[config.mk]
export PLATFORM = sky130hd
export DESIGN_NAME = mem_ctrl
export DESIGN_NICKNAME = d
export VERILOG_FILES = /design/src/rtl/mem_ctrl.sv
export SDC_FILE = /design/constraint.sdc
export NUM_CORES = 1
export LEC_CHECK = 0
export CELL_PAD_IN_SITES_DETAIL_PLACEMENT = 0
export CELL_PAD_IN_SITES_GLOBAL_PLACEMENT = 1
export CORE_MARGIN = 5
export CORE_UTILIZATION = 35
export CTS_CLUSTER_DIAMETER = 40
export CTS_CLUSTER_SIZE = 24
export DETAILED_ROUTE_END_ITERATION = 10
export GPL_TIMING_DRIVEN = 0
export PLACE_DENSITY = 0.79
export SLEW_MARGIN = 5
export SYNTH_ARGS = -nofsm -noshare
export SYNTH_HDL_FRONTEND = slang
export SYNTH_SLANG_ARGS = --single-unit
[constraint.sdc]
create_clock -name clk -period 2.75 [get_ports clk]
set_input_delay 0.55 -clock clk [delete_from_list [all_inputs] [get_ports clk]]
set_output_delay 0.55 -clock clk [all_outputs]
set_load 0.05 [all_outputs]
[src/rtl/mem_ctrl.sv]
// Serialising bridge between the cache and byte-wide main memory: one 8/16/32-bit
// request at a time, one little-endian memory byte access per cycle.

`ifndef IDLE
`define IDLE      2'b00
`endif
`ifndef READ_INST
`define READ_INST 2'b01
`endif
`ifndef READ_DATA
`define READ_DATA 2'b10
`endif
`ifndef WRITE
`define WRITE     2'b11
`endif

module mem_ctrl #(
    parameter int ADDR_WIDTH = 20,
    parameter int LEN        = 32,
    parameter int BYTE_SIZE  = 8
) (
    input  logic                  clk,
    input  logic                  rst,
    input  logic                  req_valid,
    output logic                  req_ready,
    input  logic [1:0]            req_type,
    input  logic [ADDR_WIDTH-1:0] req_addr,
    input  logic [1:0]            req_size,
    input  logic [LEN-1:0]        req_wdata,
    output logic                  resp_valid,
    output logic [LEN-1:0]        resp_rdata,
    output logic [ADDR_WIDTH-1:0] mem_vis_addr,
    output logic [1:0]            mem_vis_signal,
    output logic [BYTE_SIZE-1:0]  writen_data,
    input  logic [BYTE_SIZE-1:0]  mem_data,
    output logic [1:0]            dbg_state
);

    // Handshake: a request is taken on the rising edge where req_valid && req_ready;
    // req_ready is high only in S_IDLE and all req_* inputs are ignored otherwise.
    typedef enum logic [1:0] {
        S_IDLE    = 2'd0,
        S_RD      = 2'd1,
        S_RD_TAIL = 2'd2,
        S_WR      = 2'd3
    } state_t;

    state_t                state_q, state_d;
    logic [2:0]            cyc_q, cyc_d;
    logic [1:0]            type_q, type_d;
    logic [ADDR_WIDTH-1:0] base_q, base_d;
    logic [2:0]            nbytes_q, nbytes_d;
    logic [LEN-1:0]        wdata_q, wdata_d;
    logic [ADDR_WIDTH-1:0] mem_vis_addr_q, mem_vis_addr_d;
    logic [1:0]            mem_vis_signal_q, mem_vis_signal_d;
    logic [BYTE_SIZE-1:0]  writen_data_q, writen_data_d;
    logic                  resp_valid_q, resp_valid_d;
    logic [LEN-1:0]        resp_rdata_q, resp_rdata_d;

    logic [1:0]            issue_idx;
    logic [1:0]            smp_idx;
    logic [2:0]            req_n;

    function automatic logic [2:0] size_to_n(input logic [1:0] size);
        logic [2:0] n;
        case (size)
            2'd0:    n = 3'd1;
            2'd1:    n = 3'd2;
            default: n = 3'd4;
        endcase
        return n;
    endfunction

    function automatic logic [LEN-1:0] low_mask(input logic [2:0] n);
        logic [LEN-1:0] m;
        m = '0;
        for (int i = 0; i < 4; i++) begin
            if (i < int'(n)) begin
                m[BYTE_SIZE*i +: BYTE_SIZE] = {BYTE_SIZE{1'b1}};
            end
        end
        return m;
    endfunction

    // cyc_q counts edges since acceptance: byte cyc_q is issued, byte cyc_q-2 returns.
    assign issue_idx = cyc_q[1:0];
    assign smp_idx   = 2'(cyc_q - 3'd2);
    assign req_n     = size_to_n(req_size);

    always_comb begin
        state_d          = state_q;
        cyc_d            = cyc_q;
        type_d           = type_q;
        base_d           = base_q;
        nbytes_d         = nbytes_q;
        wdata_d          = wdata_q;
        mem_vis_addr_d   = mem_vis_addr_q;
        mem_vis_signal_d = `IDLE;
        writen_data_d    = writen_data_q;
        resp_valid_d     = 1'b0;
        resp_rdata_d     = resp_rdata_q;

        case (state_q)
            S_IDLE: begin
                if (req_valid) begin
                    type_d         = req_type;
                    base_d         = req_addr;
                    nbytes_d       = req_n;
                    wdata_d        = req_wdata;
                    cyc_d          = 3'd1;
                    mem_vis_addr_d = req_addr;
                    if (req_type == `WRITE) begin
                        mem_vis_signal_d = `WRITE;
                        writen_data_d    = req_wdata[BYTE_SIZE-1:0];
                        state_d          = S_WR;
                    end else begin
                        mem_vis_signal_d = req_type;
                        resp_rdata_d     = resp_rdata_q & low_mask(req_n);
                        state_d          = S_RD;
                    end
                end
            end

            S_RD: begin
                cyc_d = cyc_q + 3'd1;
                if (cyc_q >= 3'd2) begin
                    resp_rdata_d[BYTE_SIZE*smp_idx +: BYTE_SIZE] = mem_data;
                end
                if (cyc_q < nbytes_q) begin
                    mem_vis_signal_d = type_q;
                    mem_vis_addr_d   = base_q + ADDR_WIDTH'(cyc_q);
                end else begin
                    state_d = S_RD_TAIL;
                end
            end

            S_RD_TAIL: begin
                // Last byte arrives now; the response is visible next cycle.
                resp_rdata_d[BYTE_SIZE*smp_idx +: BYTE_SIZE] = mem_data;
                resp_valid_d = 1'b1;
                cyc_d        = 3'd0;
                state_d      = S_IDLE;
            end

            S_WR: begin
                cyc_d = cyc_q + 3'd1;
                if (cyc_q < nbytes_q) begin
                    mem_vis_signal_d = `WRITE;
                    mem_vis_addr_d   = base_q + ADDR_WIDTH'(cyc_q);
                    writen_data_d    = wdata_q[BYTE_SIZE*issue_idx +: BYTE_SIZE];
                end else begin
                    resp_valid_d = 1'b1;
                    cyc_d        = 3'd0;
                    state_d      = S_IDLE;
                end
            end

            default: begin
                state_d = S_IDLE;
                cyc_d   = 3'd0;
            end
        endcase
    end

    always_ff @(posedge clk or negedge rst) begin
        if (!rst) begin
            state_q          <= S_IDLE;
            cyc_q            <= 3'd0;
            type_q           <= 2'd0;
            base_q           <= '0;
            nbytes_q         <= 3'd0;
            wdata_q          <= '0;
            mem_vis_addr_q   <= '0;
            mem_vis_signal_q <= `IDLE;
            writen_data_q    <= '0;
            resp_valid_q     <= 1'b0;
            resp_rdata_q     <= '0;
        end else begin
            state_q          <= state_d;
            cyc_q            <= cyc_d;
            type_q           <= type_d;
            base_q           <= base_d;
            nbytes_q         <= nbytes_d;
            wdata_q          <= wdata_d;
            mem_vis_addr_q   <= mem_vis_addr_d;
            mem_vis_signal_q <= mem_vis_signal_d;
            writen_data_q    <= writen_data_d;
            resp_valid_q     <= resp_valid_d;
            resp_rdata_q     <= resp_rdata_d;
        end
    end

    assign req_ready      = (state_q == S_IDLE);
    assign resp_valid     = resp_valid_q;
    assign resp_rdata     = resp_rdata_q;
    assign mem_vis_addr   = mem_vis_addr_q;
    assign mem_vis_signal = mem_vis_signal_q;
    assign writen_data    = writen_data_q;
    assign dbg_state      = state_q;

endmodule

; Word level (Yosys, flattened, before mapping)
; Cells that the tools add are included.
[totals]
reg_bits = 125
in_bits = 67
output_inout_bits = 66
wordCells = 93
[op_classes]
add_sub_neg = 4
magnitude_cmp = 6
eq_ne = 13
n_shift = 3
mux = 44
bitwise = 1
n_reduce_logical = 11
[op_table]
columns = op, n
row1 = 8-bit two-way mux, 19
row2 = 32-bit two-way mux, 3
row3 = 32-bit case mux with 3 select lines, 1
row4 = 20-bit two-way mux, 2
row5 = 20-bit case mux with 2 select lines, 1
row6 = 5-bit negator with 34-bit output, 1
row7 = "8-bit by 34-bit variable shift with 32-bit output, first input constant", 1
row8 = 8-bit by 34-bit variable part select with 32-bit output, 1
row9 = 32-bit bitwise AND, 1
row10 = 32-bit bitwise mux, 1
row11 = 32-bit by 6-bit variable part select with 8-bit output, 1
row12 = 20-bit by 3-bit adder with 20-bit output, 1
row13 = 2-bit two-way mux, 8
row14 = 8-bit case mux with 2 select lines, 1
row15 = "2-bit != test, second input constant", 6
row16 = 3-bit case mux with 4 select lines, 1
row17 = 2-bit case mux with 4 select lines, 1
row18 = 4-bit AND reduction, 2
row19 = "2-bit == test, second input constant", 3
row20 = "1-bit by 3-bit less-than comparator with 1-bit output, first input constant", 2
row21 = "2-bit by 3-bit less-than comparator with 1-bit output, first input constant", 2
row22 = 3-bit two-way mux, 2
row23 = 2-bit case mux with 3 select lines, 1
row24 = 3-bit case mux with 2 select lines, 1
row25 = 14 further kinds, 19

; Depth between registers and ports, before layout
; Gate-level depths: netlist of run 1.
[depth]
depth_word = 11
depth_mapped = 9
ltp_nobuf = 8

; Worst setup path after synthesis of run 1
; OpenSTA, ideal clock, no wires.
[synth_path]
path_kind = flip-flop to flip-flop
startpoint = reg state_q[0], in the netlist dbg_state[0]
endpoint = reg base_q[10]
setup_time_ps = 125
t_arrival_ps = 2467
required_ps = 2625
path_slack_ps = 158
path_stages_with_launch = 8
n_path_buf = 3
period_less_slack_ps = 2592
path_cell_list = dfrtp_1 inv_1 ha_1 buf_2 and2_1 buf_2 buf_2 mux2_2
[synth_between]
elab_chain_len = 2
[synth_rtl]
columns = element, line_no
row1 = from (decl), 48  ; state_t state_q, state_d;
row2 = from (signal assigned), 179  ; state_q <= state_d;
row3 = 2-bit logical NOT, --
row4 = named net req_ready, 25  ; output logic req_ready,
row5 = 2-bit AND reduction (no line), --
row6 = to (signal assigned), 182  ; base_q <= base_d;
row7 = to (decl), 51  ; logic [ADDR_WIDTH-1:0] base_q, base_d;
; The timed path passes the listed nets, and every way through them passes these cells.
; A chain may end at the register's enable or synchronous reset.

; Worst setup path in the final report of run 1
[layout_path]
startpoint = reg cyc_q[1]
endpoint = reg mem_vis_addr_q[18], in the netlist mem_vis_addr[18]
[layout_between]
elab_chain_len = 3
elab_cells_between_ends = 6
classes_between = 1 x add/sub / 1 x order compare / 1 x eq/ne / 2 x mux / 1 x reduce/logical
[layout_rtl]
columns = element, line_no
row1 = from (decl), 49  ; logic [2:0] cyc_q, cyc_d;
row2 = from (signal assigned), 180  ; cyc_q <= cyc_d;
row3 = 20-bit by 3-bit adder with 20-bit output / 3-bit less-than comparator (equally long branches), --
row4 = 20-bit two-way mux / 2-bit by 1-bit != test with 1-bit output (equally long branches), --
row5 = 20-bit case mux with 2 select lines / 3-bit AND reduction (equally long branches), --
row6 = to (signal assigned), 185  ; mem_vis_addr_q <= mem_vis_addr_d;
row7 = to (decl), 54  ; logic [ADDR_WIDTH-1:0] mem_vis_addr_q, mem_vis_addr_d;
; Parallel ways exist; a longest one is shown, timed or not. The select of a mux whose other input is x is not followed.

==> metrics.txt, run 1 <==
# TYPE chip_impl_metric gauge
chip_impl_metric{name="grt_overflow",unit=""} 0
chip_impl_metric{name="cap_viol_max_count",unit=""} 0
chip_impl_metric{name="required_arrival_time_at_the_worst_endpoint",unit="ns"} 3.04
chip_impl_metric{name="power.share.clock",unit=""} 0.201
chip_impl_metric{name="drtAntennaViolNets",unit=""} 0
chip_impl_metric{name="power_density",unit="nW/µm²"} 1330
chip_impl_metric{name="hold_viol",unit=""} 0
chip_impl_metric{name="combinational_share_of_power",unit=""} 0.498
chip_impl_info{name="setup_repair_after_global_routing_missed_its_margin",value="no"} 1
chip_impl_metric{name="post_drt_wl_per_cell",unit="µm"} 18.0
chip_impl_metric{name="power.share.switching",unit=""} 0.431
chip_impl_metric{name="fin_ws",unit="ns"} 0.114
chip_impl_metric{name="detailedPlacementHpwl",unit="mm"} 12.0
chip_impl_info{name="clk_root_buffer_cell",value="clkbuf_16"} 1
chip_impl_metric{name="seqCellArea",unit="µm²"} 3130
chip_impl_metric{name="place_worst_setup_slack",unit="ns"} -0.109
chip_impl_metric{name="area_taken_by_multi_input_logic_gates",unit="µm²"} 2730
chip_impl_metric{name="final_period_minus_worst_setup_slack",unit="ns"} 2.64
chip_impl_info{name="timing.rr.end",value="mem_vis_addr[18]$_DFFE_PN0P_"} 1
chip_impl_metric{name="synth.yosys.seq_area_share",unit=""} 0.518
chip_impl_metric{name="buffer_ports.inserted",unit=""} 132
chip_impl_metric{name="max_slew.worst_pin.slew",unit="ns"} 0.731
chip_impl_metric{name="arrival",unit="ns"} 2.92
chip_impl_metric{name="power.switching",unit="mW"} 4.74
chip_impl_metric{name="numPlacedInstances",unit=""} 874
chip_impl_info{name="dominantRegCellSynth",value="dfrtp_1"} 1
chip_impl_metric{name="overall_fraction_of_global_route_tracks_in_use",unit=""} 0.168
chip_impl_metric{name="die_area",unit="µm²"} 20000
chip_impl_metric{name="fraction_of_post_synthesis_cell_area_in_the_top_cell_type_by_area",unit=""} 0.518
chip_impl_metric{name="detail_route.drc_violations",unit=""} 0
chip_impl_info{name="netlist.top_cell.by_area",value="dfrtp_1"} 1
chip_impl_metric{name="route.vias.total",unit=""} 4606
chip_impl_metric{name="grt_antenna_before_repair",unit=""} 0
chip_impl_metric{name="count_of_different_cell_masters_after_synthesis",unit=""} 59
chip_impl_metric{name="grt_first_pass_wirelength",unit="mm"} 26.4
chip_impl_metric{name="fin_crit_sh",unit=""} 0.958
chip_impl_metric{name="setup_violations",unit=""} 0
chip_impl_metric{name="ys_ff_latch",unit=""} 125
chip_impl_metric{name="core.rowCount",unit=""} 48
chip_impl_info{name="worst_setup_path_type",value="flip-flop to flip-flop"} 1
chip_impl_metric{name="clkSlewWorstSetupHoldPaths",unit="ns"} 0.06
chip_impl_metric{name="worst_r2r_path_depth",unit=""} 8
chip_impl_info{name="status",value="finished, final reports clean"} 1
chip_impl_metric{name="finish.cell_count_without_fillers",unit=""} 906
chip_impl_metric{name="top_level_ports",unit=""} 133
chip_impl_info{name="worst_setup_path_end_kind",value="flip-flop"} 1
chip_impl_metric{name="grt_start_max_net_pins",unit=""} 77
chip_impl_metric{name="cts_made_buffers",unit=""} 17
chip_impl_metric{name="crit_path_max_fanout",unit=""} 10
chip_impl_metric{name="die_w",unit="µm"} 141
chip_impl_metric{name="cts_hold_buf",unit=""} 0
chip_impl_metric{name="fin_skew",unit="ns"} 0.0133
chip_impl_metric{name="num-nets-final",unit=""} 752
chip_impl_metric{name="finalWirelength",unit="mm"} 16.3
chip_impl_metric{name="worst_skew_pair.late_latency",unit="ns"} 0.42
chip_impl_metric{name="first_global_vias",unit=""} 4879
chip_impl_metric{name="number_of_sinks_handled_by_clock_tree_synthesis",unit=""} 125
chip_impl_metric{name="antenna-diode-count",unit=""} 0
chip_impl_metric{name="initial_utilization",unit=""} 0.352
chip_impl_metric{name="place.gp.congestion",unit=""} 0.850
chip_impl_info{name="yosys-top-cells-area",value="dfrtp_1 (52%), mux2_2 (10%), nand2_1 (3.5%), a22o_1 (3.5%), ha_1 (3.3%)"} 1
chip_impl_metric{name="route.detailed.vias_per_inst",unit=""} 5.08
chip_impl_metric{name="dr.first_iter.drc_count",unit=""} 159
chip_impl_metric{name="timing.final.max_slew_violations",unit=""} 0
chip_impl_metric{name="worst_ir_drop_vdd",unit="mV"} 0.615
chip_impl_metric{name="synth-edff-count",unit=""} 0
chip_impl_metric{name="htreeDepth",unit=""} 4
chip_impl_info{name="worstHoldPathType",value="primary input to async pin"} 1
chip_impl_metric{name="standard_cell_core_area",unit="µm²"} 17100
chip_impl_metric{name="drt_pass1_iterations",unit=""} 6
chip_impl_metric{name="cts_max_path_buffers",unit=""} 2
chip_impl_metric{name="max_slew_margin",unit=""} 0.513
chip_impl_info{name="worstSetupStartpointType",value="flip-flop"} 1
chip_impl_metric{name="rrSetupSlack",unit="ns"} 0.11
chip_impl_metric{name="timing.fmax",unit="MHz"} 379
chip_impl_metric{name="postSynth.asyncResetShare",unit=""} 1.00
chip_impl_metric{name="synth_cells",unit=""} 516
chip_impl_metric{name="synth.net_count",unit=""} 600
chip_impl_metric{name="internal-power",unit="mW"} 6.27
chip_impl_info{name="tritoncts",value="done"} 1
chip_impl_metric{name="synthToLayoutAreaGrowth",unit="%"} 37.0
chip_impl_metric{name="vertical_die_dimension",unit="µm"} 141
chip_impl_metric{name="netlist_area",unit="µm²"} 6030
chip_impl_metric{name="layout.filler_cells",unit=""} 1513
chip_impl_metric{name="total_leakage_power",unit="nW"} 3.49
chip_impl_info{name="crit-reg2reg-launch",value="cyc_q[1]$_DFFE_PN0N_"} 1
chip_impl_metric{name="synth.yosys.warnings",unit=""} 0
chip_impl_metric{name="fraction_of_final_layout_cells_sized_beyond_drive_strength_1",unit=""} 0.191
chip_impl_metric{name="seq_power_share",unit=""} 0.301
chip_impl_metric{name="syn_avg_cell_area",unit="µm²"} 11.7
## cells in the mapped netlist, types with 5 or more instances
cell type    n
o21ai_1     10
o31ai_1      5
o21ai_0     28
buf_2       14
a21oi_1     22
mux2i_1     18
mux2_2      55
mux4_2       8
nor3_1       6
nor2_1      27
xor2_1       8
ha_1        16
a22o_1      24
clkbuf_1     5
nand2_1     57
dfrtp_1    125
inv_1       15
## cell families (layout without fill, tap and decap cells)
family          count (synthesis)  in the layout  synth area share
flops                         125            125             0.518
mux                            82             82             0.165
simple gates                  126            126             0.104
xor+xnor                       11             11            0.0160
compound gates                116            116             0.131
fa+ha+maj                      17             17            0.0365
buf+inv                        39            204            0.0297
## power by group through the flow
stage	clock (mW)	sequential, mW	combinational [mW]
6_report	2.21	3.32	5.49
5_1_grt	2.34	3.43	5.93
4_1_cts	2.26	3.31	5.55
3_5_place_dp	0	3.33	5.52
3_3_place_gp	0	3.29	5.41
2_1_floorplan	0	4.41	2.65
## cell type report
type	instances	share of cell area
buffer	23	0.0151
tap	225	0.0341
clock inverter	10	0.0138
inverter	16	0.00727
sequential	125	0.379
timing repair buffer	133	0.164
clock buffer	22	0.0574
multi-input combinational	352	0.330
## critical path, stage by stage (launching register included)
cell      delay (ns)
dfrtp_2         0.43
buf_6           0.18
inv_1           0.13
fa_1            0.48
nand2b_4        0.19
a2111o_1        0.51
mux2_4          0.34
a21oi_2         0.16
a21oi_1         0.08
## layer usage
| layer | wire (µm) | global-route usage | share of wire |
|---|---|---|---|
| met1 | 7180 | 0.222 | 0.44 |
| met2 | 7920 | 0.269 | 0.49 |
| met3 | 875 | 0.0404 | 0.054 |
| met4 | 318 | 0.0648 | 0.020 |
| met5 | 0 | 0 | 0 |
## state kept, by name, summed over array words and instances, names as in the netlist
name and flops:
resp_valid 1, type_q 2, writen_data 8, cyc_q 3, wdata_q 32, mem_vis_addr 20
base_q 20, nbytes_q 3, resp_rdata 32, dbg_state 2, mem_vis_signal 2
## placed cells by master, fill, tap and decap left out, types with 6 or more instances in the layout
master           count
clkbuf_16           17
a22o_1              24
buf_2               13
inv_1               15
nor3_1               6
mux2i_1             18
nor2_1              27
o21ai_0             28
mux4_2               8
clkdlybuf4s50_1    130
dfrtp_1            123
a21oi_1             22
nand2_1             57
mux2_2              55
xor2_1               8
o21ai_1             10
ha_1                16
clkbuf_1             7
## timing repair
action / CTS / global route
pin swaps: 0 / 0
buffers inserted: 0 / 0
resized for setup: 2 / 3
setup endpoints to repair: 2 / 2
## per-stage QoR
stage	cell area [µm²]	hold slack, ns	TNS, ns	total power, mW	utilization
floorplan	6030	0.254	0	7.06	-
global placement	7640	0.468	-467.71	8.70	0.446
detailed placement	7660	0.469	-0.115	8.84	0.448
CTS	8260	0.0758	0	11.1	0.482
global route	8260	0.103	0	11.7	0.483
finish	8260	0.0718	0	11.0	0.483
## worst max-delay path by stage
stage / from / end / slack, ns
6_report: cyc_q[1]$_DFFE_PN0N_ / mem_vis_addr[18]$_DFFE_PN0P_ / 0.11
5_1_grt: cyc_q[1]$_DFFE_PN0N_ / mem_vis_addr[18]$_DFFE_PN0P_ / 0.03
4_1_cts: dbg_state[0]$_DFFE_PN0P_ / req_ready / 0.05
3_5_place_dp: cyc_q[1]$_DFFE_PN0N_ / mem_vis_addr[18]$_DFFE_PN0P_ / -0.11
3_3_place_gp: rst / wdata_q[19]$_DFFE_PN0P_ / -3.75
2_1_floorplan: dbg_state[0]$_DFFE_PN0P_ / base_q[10]$_DFFE_PN0P_ / 0.16
(Power assumes the default switching activity.)
==> inputs of run 2 (changes only) <==
==> config.mk (replaced) <==
export PLATFORM = sky130hd
export DESIGN_NAME = mem_ctrl
export DESIGN_NICKNAME = d
export VERILOG_FILES = /design/src/rtl/mem_ctrl.sv
export SDC_FILE = /design/constraint.sdc
export NUM_CORES = 1
export LEC_CHECK = 0
export CELL_PAD_IN_SITES_DETAIL_PLACEMENT = 2
export CELL_PAD_IN_SITES_GLOBAL_PLACEMENT = 2
export CORE_MARGIN = 5
export CORE_UTILIZATION = 33
export CTS_CLUSTER_DIAMETER = 40
export CTS_CLUSTER_SIZE = 24
export DETAILED_ROUTE_END_ITERATION = 10
export GPL_TIMING_DRIVEN = 0
export MAX_ROUTING_LAYER = met4
export PLACE_DENSITY = 0.85
export SLEW_MARGIN = 5
export SYNTH_ARGS = -nofsm -noshare
export SYNTH_HDL_FRONTEND = slang
export SYNTH_SLANG_ARGS = --single-unit
==> run 2 against run 1 <==
Compared with the run above: power increased by 3.7%; sequential power increased by 2%; clock skew decreased by 0.0018 ns; setup slack got worse by 0.0052 ns; routed wire length increased by 30%; critical path type unchanged.
==> metrics.txt, run 2 (synthesis results as in run 1) <==
# TYPE chip_impl_metric gauge
chip_impl_metric{name="post_drt_wl_per_cell",unit="µm"} 23.3
chip_impl_metric{name="fin_skew",unit="ns"} 0.0115
chip_impl_info{name="setup_repair_after_global_routing_missed_its_margin",value="no"} 1
chip_impl_info{name="worst_setup_path_type",value="flip-flop to flip-flop"} 1
chip_impl_metric{name="layout.filler_cells",unit=""} 1818
chip_impl_info{name="final_common_cell",value="clkdlybuf4s50_1"} 1
chip_impl_metric{name="cap_viol_max_count",unit=""} 0
chip_impl_metric{name="max_slew_margin",unit=""} 0.409
chip_impl_info{name="worstSetupStartpointType",value="flip-flop"} 1
chip_impl_metric{name="buffer_ports.inserted",unit=""} 132
chip_impl_metric{name="utilization_after_layout",unit=""} 0.460
chip_impl_metric{name="max_slew.worst_pin.slew",unit="ns"} 0.886
chip_impl_metric{name="seqCellArea",unit="µm²"} 3130
chip_impl_metric{name="fraction_of_final_layout_cells_sized_beyond_drive_strength_1",unit=""} 0.194
chip_impl_metric{name="critPathBufInv",unit=""} 2
chip_impl_metric{name="drtAntennaViolNets",unit=""} 0
chip_impl_metric{name="route.detailed.vias_per_inst",unit=""} 5.36
chip_impl_metric{name="cts_max_path_buffers",unit=""} 2
chip_impl_metric{name="seq_power_share",unit=""} 0.295
chip_impl_metric{name="cp.depth",unit=""} 8
chip_impl_metric{name="worst_ir_drop_vdd",unit="mV"} 0.644
chip_impl_metric{name="cts_made_buffers",unit=""} 17
chip_impl_metric{name="power.share.clock",unit=""} 0.197
chip_impl_metric{name="arrival",unit="ns"} 2.93
chip_impl_info{name="tritoncts",value="done"} 1
chip_impl_info{name="critical_path_origin",value="cyc_q[1]$_DFFE_PN0N_"} 1
chip_impl_metric{name="timing.fmax",unit="MHz"} 379
chip_impl_metric{name="cts_hold_buf",unit=""} 0
chip_impl_metric{name="timing.critical_path.slowest_cell_delay",unit="ns"} 0.49
chip_impl_metric{name="dr.first_iter.drc_count",unit=""} 217
chip_impl_metric{name="required_arrival_time_at_the_worst_endpoint",unit="ns"} 3.04
chip_impl_metric{name="total_leakage_power",unit="nW"} 3.48
chip_impl_metric{name="synthToLayoutAreaGrowth",unit="%"} 37.1
chip_impl_metric{name="worst_skew_pair.late_latency",unit="ns"} 0.43
chip_impl_metric{name="top_level_ports",unit=""} 133
chip_impl_metric{name="total_negative_slack_for_setup_checks",unit="ns"} 0
chip_impl_metric{name="combinational_share_of_power",unit=""} 0.508
chip_impl_metric{name="grt_first_pass_wirelength",unit="mm"} 34.1
chip_impl_metric{name="antenna-diode-count",unit=""} 0
chip_impl_metric{name="initial_utilization",unit=""} 0.336
chip_impl_metric{name="crit_path_max_fanout",unit=""} 10
chip_impl_metric{name="htreeDepth",unit=""} 4
chip_impl_info{name="crit_end",value="mem_vis_addr[18]$_DFFE_PN0P_"} 1
chip_impl_info{name="path_cells",value="buf_6 -> inv_1 -> fa_1 -> nand2b_4 -> a2111o_1 -> mux2_4 -> a21oi_2 -> a21oi_1"} 1
chip_impl_metric{name="timing.final.max_slew_violations",unit=""} 0
chip_impl_metric{name="grt_start_max_net_pins",unit=""} 66
chip_impl_metric{name="power.share.switching",unit=""} 0.450
chip_impl_metric{name="internal-power",unit="mW"} 6.28
chip_impl_info{name="clk_root_buffer_cell",value="clkbuf_16"} 1
chip_impl_metric{name="route.vias.total",unit=""} 4886
chip_impl_metric{name="detail_route.drc_violations",unit=""} 0
chip_impl_metric{name="detailedPlacementHpwl",unit="mm"} 15.3
chip_impl_metric{name="final_period_minus_worst_setup_slack",unit="ns"} 2.64
chip_impl_metric{name="drt_pass1_iterations",unit=""} 4
chip_impl_metric{name="fin_crit_sh",unit=""} 0.960
chip_impl_info{name="worst_setup_path_end_kind",value="flip-flop"} 1
chip_impl_metric{name="worst_r2r_path_depth",unit=""} 8
chip_impl_metric{name="area_taken_by_multi_input_logic_gates",unit="µm²"} 2730
chip_impl_metric{name="grt_antenna_before_repair",unit=""} 0
chip_impl_metric{name="finalHoldWorstSlack",unit="ns"} 0.133
chip_impl_metric{name="setup_violations",unit=""} 0
chip_impl_metric{name="vertical_die_dimension",unit="µm"} 145
chip_impl_metric{name="clkSlewWorstSetupHoldPaths",unit="ns"} 0.06
chip_impl_metric{name="power.switching",unit="mW"} 5.14
chip_impl_info{name="timing.rr.end",value="mem_vis_addr[18]$_DFFE_PN0P_"} 1
chip_impl_metric{name="hold_viol",unit=""} 0
chip_impl_metric{name="die_area",unit="µm²"} 21100
chip_impl_metric{name="place.gp.congestion",unit=""} 0.789
chip_impl_metric{name="power_density",unit="nW/µm²"} 1380
chip_impl_info{name="path_delay_family",value="compound AO/OA/AOI/OAI gates"} 1
chip_impl_metric{name="finalWirelength",unit="mm"} 21.2
chip_impl_metric{name="core.rowCount",unit=""} 49
chip_impl_metric{name="die_w",unit="µm"} 145
chip_impl_info{name="crit-reg2reg-launch",value="cyc_q[1]$_DFFE_PN0N_"} 1
chip_impl_metric{name="rrSetupSlack",unit="ns"} 0.11
chip_impl_info{name="most_used_cells_in_the_layout_excluding_fill_and_tap_cells",value="clkdlybuf4s50_1 (130), dfrtp_1 (123), nand2_1 (57)"} 1
chip_impl_metric{name="grt_overflow",unit=""} 0
chip_impl_info{name="status",value="finished, final reports clean"} 1
chip_impl_metric{name="number_of_sinks_handled_by_clock_tree_synthesis",unit=""} 125
chip_impl_metric{name="standard_cell_core_area",unit="µm²"} 18000
chip_impl_metric{name="overall_fraction_of_global_route_tracks_in_use",unit=""} 0.210
chip_impl_info{name="timing.critical_path.slowest_stage_cell",value="fa_1"} 1
chip_impl_metric{name="first_global_vias",unit=""} 5725
chip_impl_info{name="worstHoldPathType",value="primary input to async pin"} 1
chip_impl_metric{name="num-nets-final",unit=""} 753
[run 2: changes by cell type in the layout (fill, tap and decap cells not counted), sizes merged]
cell          change
buf               +1
clkbuf            -1
clkinv            -1
clkinvlp          +2
dlygate4sd2       +1
dlymetal6s2s      -1
[run 2: worst min-delay path by stage]
stage | startpoint | to | slack, ns | depth (start not counted)
6_report | rst | wdata_q[18]$_DFFE_PN0P_ | 0.13 | 1
5_1_grt | rst | wdata_q[19]$_DFFE_PN0P_ | 0.18 | 1
4_1_cts | rst | wdata_q[18]$_DFFE_PN0P_ | 0.15 | 1
3_5_place_dp | mem_vis_addr[5]$_DFFE_PN0P_ | mem_vis_addr[5]$_DFFE_PN0P_ | 0.48 | 2
3_3_place_gp | resp_rdata[4]$_DFFE_PN0P_ | resp_rdata[4]$_DFFE_PN0P_ | 0.47 | 2
2_1_floorplan | rst | base_q[0]$_DFFE_PN0P_ | 0.25 | 0
[run 2: worst register-to-register path, stage by stage (launching register included)]
cell,delay [ns]
dfrtp_2,0.43
buf_6,0.19
inv_1,0.14
fa_1,0.49
nand2b_4,0.20
a2111o_1,0.46
mux2_4,0.34
a21oi_2,0.17
a21oi_1,0.09
[run 2: power groups by stage]
stage,clock [mW],sequential [mW],combinational [mW]
after floorplan,0,4.41,2.65
after global placement,0,3.28,5.42
after detailed placement,0,3.38,5.74
after CTS,2.28,3.38,5.86
after global routing,2.37,3.47,6.19
final,2.25,3.37,5.80
[run 2: cell type report]
class	instances	share of cell area
clock buffer	21	0.0569
clock inverter	11	0.0141
inverter	16	0.00726
sequential	125	0.378
timing repair buffer	134	0.164
buffer	23	0.0151
multi-input combinational	352	0.330
tap	229	0.0346
[run 2: timing repair]
action | CTS | global route
hold endpoints to repair | 0 | 0
pin swaps | 0 | 1
gates resized for setup | 5 | 0
endpoints found under the setup margin | 5 | 1
setup buffers | 0 | 1
[run 2: routing by layer]
| metal | vias up | global-route usage | part of all wire |
|---|---|---|---|
| met5 | - | - | 0 |
| met3 | 25 | 0.0368 | 0.029 |
| met1 | 2565 | 0.239 | 0.41 |
| met4 | 0 | 0.0569 | 0.014 |
| li1 | 2176 | - | - |
| met2 | 120 | 0.380 | 0.54 |
[run 2: through the flow]
stage	worst slack [ns]	std cells	area [µm²]	total power [mW]
4_1_cts	0.0392	910	8260	11.5
2_1_floorplan	0.158	516	6030	7.06
3_3_place_gp	-3.80	877	7640	8.70
5_1_grt	0.00187	911	8270	12.0
6_report	0.109	911	8270	11.4
3_5_place_dp	-0.118	878	7670	9.12
